**src/rtl/paddle_input.sv**
```systemverilog
// Paddle input conditioning: synchronise and debounce the two normally-closed
// buttons, then drive a clamped, accelerating 10.6 fixed-point paddle position.
module paddle_input #(
    parameter logic [15:0] DEBOUNCE_CYCLES = 16'd50000,
    parameter int          PADDLE_WIDTH    = 64,
    parameter int          PADDLE_MAX      = 640 - PADDLE_WIDTH,
    parameter int          PADDLE_RESET    = 288,
    parameter int          STEP_SLOW       = 4,
    parameter int          STEP_FAST       = 16,
    parameter int          ACCEL_TICKS     = 32
) (
    input  logic        clk,
    input  logic        rst_n,
    input  logic        buttonLeft,
    input  logic        buttonRight,
    input  logic        move_tick,
    output logic        left_level,
    output logic        right_level,
    output logic        left_press,
    output logic        right_press,
    output logic [15:0] location
);

    localparam int                HOLD_W    = $clog2(ACCEL_TICKS + 1);
    localparam logic [HOLD_W-1:0] HOLD_MAX  = HOLD_W'(ACCEL_TICKS);
    localparam logic [16:0]       LOC_MAX   = 17'(PADDLE_MAX * 64);
    localparam logic [15:0]       LOC_MAX16 = 16'(PADDLE_MAX * 64);
    localparam logic [15:0]       LOC_RESET = 16'(PADDLE_RESET * 64);
    localparam logic [16:0]       SLOW      = 17'(STEP_SLOW);
    localparam logic [16:0]       FAST      = 17'(STEP_FAST);
    localparam logic [15:0]       DB_LAST   = DEBOUNCE_CYCLES - 16'd1;

    typedef enum logic [1:0] {
        STOP,
        MOVE_INC,
        MOVE_DEC
    } move_state_t;

    // Bit 0 is the left button, bit 1 the right button throughout.
    logic [1:0]  raw;
    logic [1:0]  sync1;
    logic [1:0]  sync2;
    logic [1:0]  level;
    logic [1:0]  press;
    logic [15:0] db_cnt [2];

    assign raw = {buttonRight, buttonLeft};

    always_ff @(posedge clk or negedge rst_n) begin
        if (!rst_n) begin
            sync1     <= 2'b11;
            sync2     <= 2'b11;
            level     <= 2'b00;
            press     <= 2'b00;
            db_cnt[0] <= '0;
            db_cnt[1] <= '0;
        end else begin
            sync1 <= raw;
            sync2 <= sync1;
            for (int b = 0; b < 2; b++) begin
                press[b] <= 1'b0;
                if (~sync2[b] == level[b]) begin
                    db_cnt[b] <= '0;
                end else if (db_cnt[b] == DB_LAST) begin
                    level[b]  <= ~level[b];
                    press[b]  <= ~level[b];
                    db_cnt[b] <= '0;
                end else begin
                    db_cnt[b] <= db_cnt[b] + 16'd1;
                end
            end
        end
    end

    move_state_t       state;
    move_state_t       state_next;
    move_state_t       want;
    logic [HOLD_W-1:0] hold_cnt;
    logic [HOLD_W-1:0] hold_next;
    logic [15:0]       loc_next;
    logic [16:0]       step;
    logic [16:0]       loc_wide;
    logic [16:0]       loc_sum;

    assign loc_wide = {1'b0, location};

    always_comb begin
        want = STOP;
        if (level[0] && !level[1]) begin
            want = MOVE_INC;
        end else if (level[1] && !level[0]) begin
            want = MOVE_DEC;
        end
    end

    // A new direction (including leaving STOP) always restarts at the slow step.
    always_comb begin
        state_next = state;
        hold_next  = hold_cnt;
        loc_next   = location;
        step       = SLOW;
        loc_sum    = '0;
        if (move_tick) begin
            state_next = want;
            if (want == STOP || want != state) begin
                hold_next = '0;
            end else if (hold_cnt == HOLD_MAX) begin
                step = FAST;
            end else begin
                hold_next = hold_cnt + 1'b1;
            end
            case (want)
                MOVE_INC: begin
                    loc_sum  = loc_wide + step;
                    loc_next = (loc_sum > LOC_MAX) ? LOC_MAX16 : loc_sum[15:0];
                end
                MOVE_DEC: begin
                    loc_sum  = loc_wide - step;
                    loc_next = (loc_wide < step) ? 16'd0 : loc_sum[15:0];
                end
                default: loc_next = location;
            endcase
        end
    end

    always_ff @(posedge clk or negedge rst_n) begin
        if (!rst_n) begin
            state    <= STOP;
            hold_cnt <= '0;
            location <= LOC_RESET;
        end else begin
            state    <= state_next;
            hold_cnt <= hold_next;
            location <= loc_next;
        end
    end

    assign left_level  = level[0];
    assign right_level = level[1];
    assign left_press  = press[0];
    assign right_press = press[1];

endmodule
```
**config.mk**
```make
export PLATFORM = sky130hd
export DESIGN_NAME = paddle_input
export DESIGN_NICKNAME = d
export VERILOG_FILES = /design/src/rtl/paddle_input.sv
export SDC_FILE = /design/constraint.sdc
export NUM_CORES = 1
export LEC_CHECK = 0
export ABC_AREA = 1
export BUFFER_PORTS_ARGS = -buffer_cell sky130_fd_sc_hd__buf_4
export CORE_MARGIN = 4
export CORE_UTILIZATION = 60
export CTS_CLUSTER_SIZE = 40
export DETAILED_ROUTE_END_ITERATION = 6
export PLACE_DENSITY = 0.78
export SLEW_MARGIN = 10
export SYNTH_ARGS = -nofsm -noshare
export SYNTH_HDL_FRONTEND = slang
export SYNTH_SLANG_ARGS = --single-unit
```
**constraint.sdc**
```tcl
create_clock -name clk -period 3.1 [get_ports clk]
set_input_delay 0.155 -clock clk [delete_from_list [all_inputs] [get_ports clk]]
set_output_delay 0.155 -clock clk [all_outputs]
set_load 0.01 [all_outputs]
```
Word level (Yosys, flattened, before mapping)
Cells that the tools add are included.
{ "classes": {"eq_ne": 9, "n_mux": 18, "n_addsub": 5, "bitwise_logic": 6, "magnitude_cmp": 2, "n_reduce_logical": 11} }
{ "ops": {"columns": ["operator", "n"], "rows": [
  ["16-bit two-way mux", 6],
  ["16-bit by 1-bit adder with 16-bit output (second input constant)", 2],
  ["16-bit == test (second input constant)", 2],
  ["16-bit case mux with 2 select lines", 1],
  ["16-bit by 17-bit adder with 17-bit output", 1],
  ["17-bit by 16-bit > comparator with 1-bit output (second input constant)", 1],
  ["16-bit by 17-bit < comparator with 1-bit output", 1],
  ["17-bit two-way mux", 1],
  ["16-bit subtractor", 1],
  ["6-bit two-way mux", 2],
  ["5-bit two-way mux", 2],
  ["2-bit AND reduction", 4],
  ["6-bit by 1-bit adder with 6-bit output (second input constant)", 1],
  ["6-bit == test (second input constant)", 1],
  ["1-bit NOT", 6],
  ["1-bit two-way mux", 4],
  ["2-bit two-way mux", 2],
  ["1-bit == test", 2],
  ["2-bit by 1-bit == test with 1-bit output (second input constant)", 1],
  ["2-bit == test (second input constant)", 1],
  ["1-bit logical AND", 2],
  ["1-bit logical NOT", 2],
  ["2-bit logical NOT", 1],
  ["2-bit != test", 1],
  ["other kinds (3)", 3]
]} }
{ "word_totals": {"output_inout_bits": 20, "reg_bits": 64} }

Depth between registers and ports, before layout
{ "depth": {"depth_word": 12, "depth_mapped": 22, "depth_no_buf": 20} }

Worst setup path before layout
No wires, ideal clock.
{ "synth_timing": {"kind": "flip-flop to flip-flop", "from": "register level[0]", "to": "register location[4]", "synth_period_minus_slack_ns": 2.861, "path_stages_with_launch": 21, "arrival_time_ns": 2.788, "path_buffers": 2, "slack_ns": 0.239, "path_cell_list": "dfrtp_1 inv_1 ha_1 buf_2 xnor2_1 nand4_1 nor2_1 inv_1 ha_1 inv_2 nand3_2 nand2_2 nand4_1 nand2_2 nand2_2 nor2_1 nand2_1 nand2_2 buf_6 nand3_2 a21oi_2"} }
{ "synth_between": {"elab_chain_cells": 12, "elab_cells_between_ends": 21, "cone_classes": "2 x add/sub; 2 x order compare; 3 x eq/ne; 7 x mux; 7 x reduce/logical"} }
{ "synth_rtl": {"columns": ["item", "line_no", "text"], "rows": [
  ["start: declaration", "43", "logic [1:0] level;"],
  ["start signal: indexed assignment", "65", "level[b] <= ~level[b];"],
  ["1-bit logical NOT", "91", "end else if (level[1] && !level[0]) begin"],
  ["1-bit logical AND", "91", null],
  ["2-bit two-way mux", "91", null],
  ["2-bit two-way mux *", "89", "if (level[0] && !level[1]) begin"],
  ["via want[1]", "77", "move_state_t want;"],
  ["2-bit != test or 2-bit logical NOT (tied branches)", "105", "if (want == STOP || want != state) begin"],
  ["1-bit logical OR", "105", null],
  ["5-bit two-way mux", "105", null],
  ["17-bit two-way mux", "103", "if (move_tick) begin"],
  ["16-bit by 17-bit adder with 17-bit output", "114", "loc_sum = loc_wide + step;"],
  ["17-bit by 16-bit > comparator with 1-bit output", "115", "loc_next = (loc_sum > LOC_MAX) ? LOC_MAX16 : loc_sum[15:0];"],
  ["16-bit two-way mux", "115", null],
  ["16-bit case mux with 2 select lines", "112", "case (want)"],
  ["end signal: assignment", "134", "location <= loc_next;"],
  ["end: declaration", "21", "output logic [15:0] location"]
]} }
Mark *: on every way through the listed nets, which the timed path passes. The rest lies on a longest branch. The select of a mux whose other input is x is not followed.
A chain may end at the register's enable or synchronous reset.

Final worst setup path
{ "layout_timing": {"from": "register level[0]", "to": "register location[9]"} }
The elaborated chain is that of the path after synthesis.

==> flow_summary.json <==
{
  "n_antenna_cell": 0,
  "cts_tree": "done",
  "die_y_um": 90.45,
  "synth_area_leaders": "dfrtp_1 34%, nand2_1 8.9%, nor2_1 8.0%, inv_1 6.8%, nand3_1 4.9%",
  "cp_max_fo": 6,
  "cts_buffer_depth": 2,
  "drcViolationCount": 0,
  "maxCapViolCount": 0,
  "antenna_left": 0,
  "vias": 3795,
  "antenna_found_initial": 0,
  "pin_count": 25,
  "firstDrtPassIters": 5,
  "power_mw": 1.739,
  "max-vdd-ir-drop_v": 0.0002029,
  "hold_violations": 0,
  "htreeDepth": 3,
  "clk_latency_ns": 0.36,
  "netlist_area_um2": 4079,
  "syn_area_per_cell_um2": 7.349,
  "dpl.hpwl_mm": 6.777,
  "p_leak_nw": 2.194,
  "yosys.area.top_type": "dfrtp_1",
  "fmax_mhz": 339.6,
  "syn-instance-count": 555,
  "grt_max_degree": 63,
  "start_kind": "flip-flop",
  "synth-seq-cells": 62,
  "ff_latch_area_um2": 1559,
  "drtIter0Drc": 174,
  "grt_pass1_vias": 3658,
  "drv_slew": 0,
  "power_density_nw_per_um2": 372.7,
  "layout_commonest_cell": "nand2_1",
  "finalSetupViolCount": 0,
  "worstPathArrival_ns": 3.23,
  "tightest_slew_ns": 0.7666,
  "coreArea_um2": 6459,
  "hold_ws_ns": 0.01161,
  "nNetsFinal": 605,
  "seq_area_frac_synth_pct": 38.22,
  "required_ns": 3.39,
  "critical_path_class": "flip-flop to flip-flop",
  "yosysWarningCount": 0,
  "netlist.area_leader.share_pct": 34.36,
  "clkSlewWorstSetupHoldPaths_ns": 0.08,
  "post-route-min-period_ns": 2.945,
  "postLayoutCellArea_um2": 4666,
  "start_util_pct": 63.15,
  "rows": 29,
  "slew-limit-headroom_pct": 48.89,
  "layout_common_cells": "96 x nand2_1, 85 x nor2_1, 72 x inv_1, 56 x dfrtp_1, 40 x nand3_1",
  "min_path_type": "primary input to flip-flop",
  "routabilityCongestion": 0.9298,
  "grt.overflow.total": 0,
  "placed_cell_area_um2": 4302,
  "yosys.cell_types.count": 39,
  "die_area_um2": 8181,
  "place.port_buffers": 22,
  "grtUsageTotal_pct": 23.61,
  "vias_per_cell": 5.673,
  "wl_mm": 9.615,
  "skew_ns": 0.01199,
  "root_buffer": "clkbuf_8",
  "drive_above_1_share_pct": 18.41,
  "cts_made_buffers": 9,
  "wl_per_cell_um": 14.37,
  "status": "complete, no violations",
  "grt_pass1_wl_mm": 15.98,
  "area_delta_synth_final_pct": 14.39,
  "fp.dieW_um": 90.45,
  "fin_util_pct": 72.24,
  "clock_sinks": 62,
  "critPathCaptureType": "flip-flop",
  "post-route-period-util_pct": 94.99,
  "multiInputGateArea_um2": 2240,
  "nFillCells": 510
}
==> cells in the mapped netlist <==
master	instances
nor4_1	5
dfstp_2	6
nand3b_1	1
clkbuf_1	2
nand4_1	16
conb_1	1
a21oi_2	10
inv_1	74
nor2_2	2
a2bb2oi_1	1
inv_2	3
nand3_1	40
and3_1	2
nor2_4	2
a21oi_1	27
o21ai_1	1
xnor2_1	4
a31oi_1	3
ha_1	12
and2_1	1
nand2_1	97
o31ai_1	1
buf_2	7
nor2_1	87
xor2_1	14
or2_2	3
nand2_2	10
buf_4	3
a31o_2	1
nor3_1	16
clkinv_1	1
nor3b_1	5
nand3_2	12
or2_0	1
buf_6	2
o21ai_0	23
dfrtp_1	56
mux2i_1	2
nand4_2	1
==> registers in the layout (all words and copies together) (netlist names) <==
register,flops
level,2
location,14
sync1,2
db_cnt,32
state,2
hold_cnt,6
press,2
sync2,2
==> metal layers <==
layer / up-vias / wire (um) / track usage [%]
met5: - / 0 / 0
met4: 0 / 349 / 13.27
met3: 38 / 408 / 3.417
met2: 127 / 4756 / 40.39
met1: 1766 / 4100 / 28.41
li1: 1864 / - / -
==> worst max-delay path, cell delays in order, from the launching register on <==
cell,delay [ns]
dfrtp_1,0.41
inv_1,0.08
ha_2,0.21
xnor2_2,0.12
nand4_1,0.17
nor2_2,0.18
inv_2,0.08
ha_4,0.32
inv_4,0.06
nand3_4,0.08
nand2_2,0.11
nand3_1,0.11
nand2_1,0.08
nor2_1,0.14
nand2_1,0.08
nor2_1,0.10
nand2_1,0.09
nand2_4,0.13
buf_12,0.13
nand3_2,0.06
a21oi_2,0.12
==> power breakdown <==
group          leakage, nW  internal (mW)  switching [mW]
clock network       0.0927          0.370           0.338
registers            0.815          0.829          0.0281
logic                 1.29         0.0654           0.109
total                 2.19           1.26           0.475
==> final timing paths <==
kind | start | end | slack, ns | cells after the start
worst max-delay path | level[0] | location[9] | 0.16 | 20
worst min-delay path | move_tick | state[0] | 0.01 | 2
worst max register to register | level[0] | location[9] | 0.16 | 20
worst min register to register | sync1[0] | sync2[0] | 0.36 | 0
max in group asynchronous | rst_n | location[4] | 2.17 | 2
min in group asynchronous | rst_n | db_cnt[25] | 0.41 | 2
==> area by class of cell <==
class	count	share of cell area (%)
clock inverter	5	1.287
inverter	78	6.329
sequential	62	33.41
multi-input combinational	403	48.00
timing repair buffer	34	6.168
clock buffer	10	2.735
tap	77	2.065
==> stage by stage <==
stage / std cells / worst slack, ns / setup TNS (ns)
2_1_floorplan: 556 / 0.2391 / 0
3_3_place_gp: 647 / -0.05845 / -0.5483
3_5_place_dp: 647 / -0.1659 / -1.443
4_1_cts: 665 / 0.004343 / 0
5_1_grt: 669 / -0.08150 / -0.6240
6_report: 669 / 0.1553 / 0
==> repair_timing <==
item                       CTS  global route
pin swaps                    0            10
setup buffers                0             3
hold endpoints to repair    58             0
setup endpoints to repair   11            13
gates cloned                 0             1
resized for setup            2            20
hold buffers                 3             0
==> cell families (layout without fill, tap and decap cells) <==
logic type,Yosys count,in the layout,share of synthesized area (%)
flops,62,62,38.22
mux,2,2,0.4908
xor+xnor,18,18,3.865
other cells,1,2,0.09194
buf+inv,92,127,9.325
fa+ha+maj,12,12,3.681
compound gates,67,67,9.479
simple gates,301,302,34.85
(Power assumes the default switching activity.)
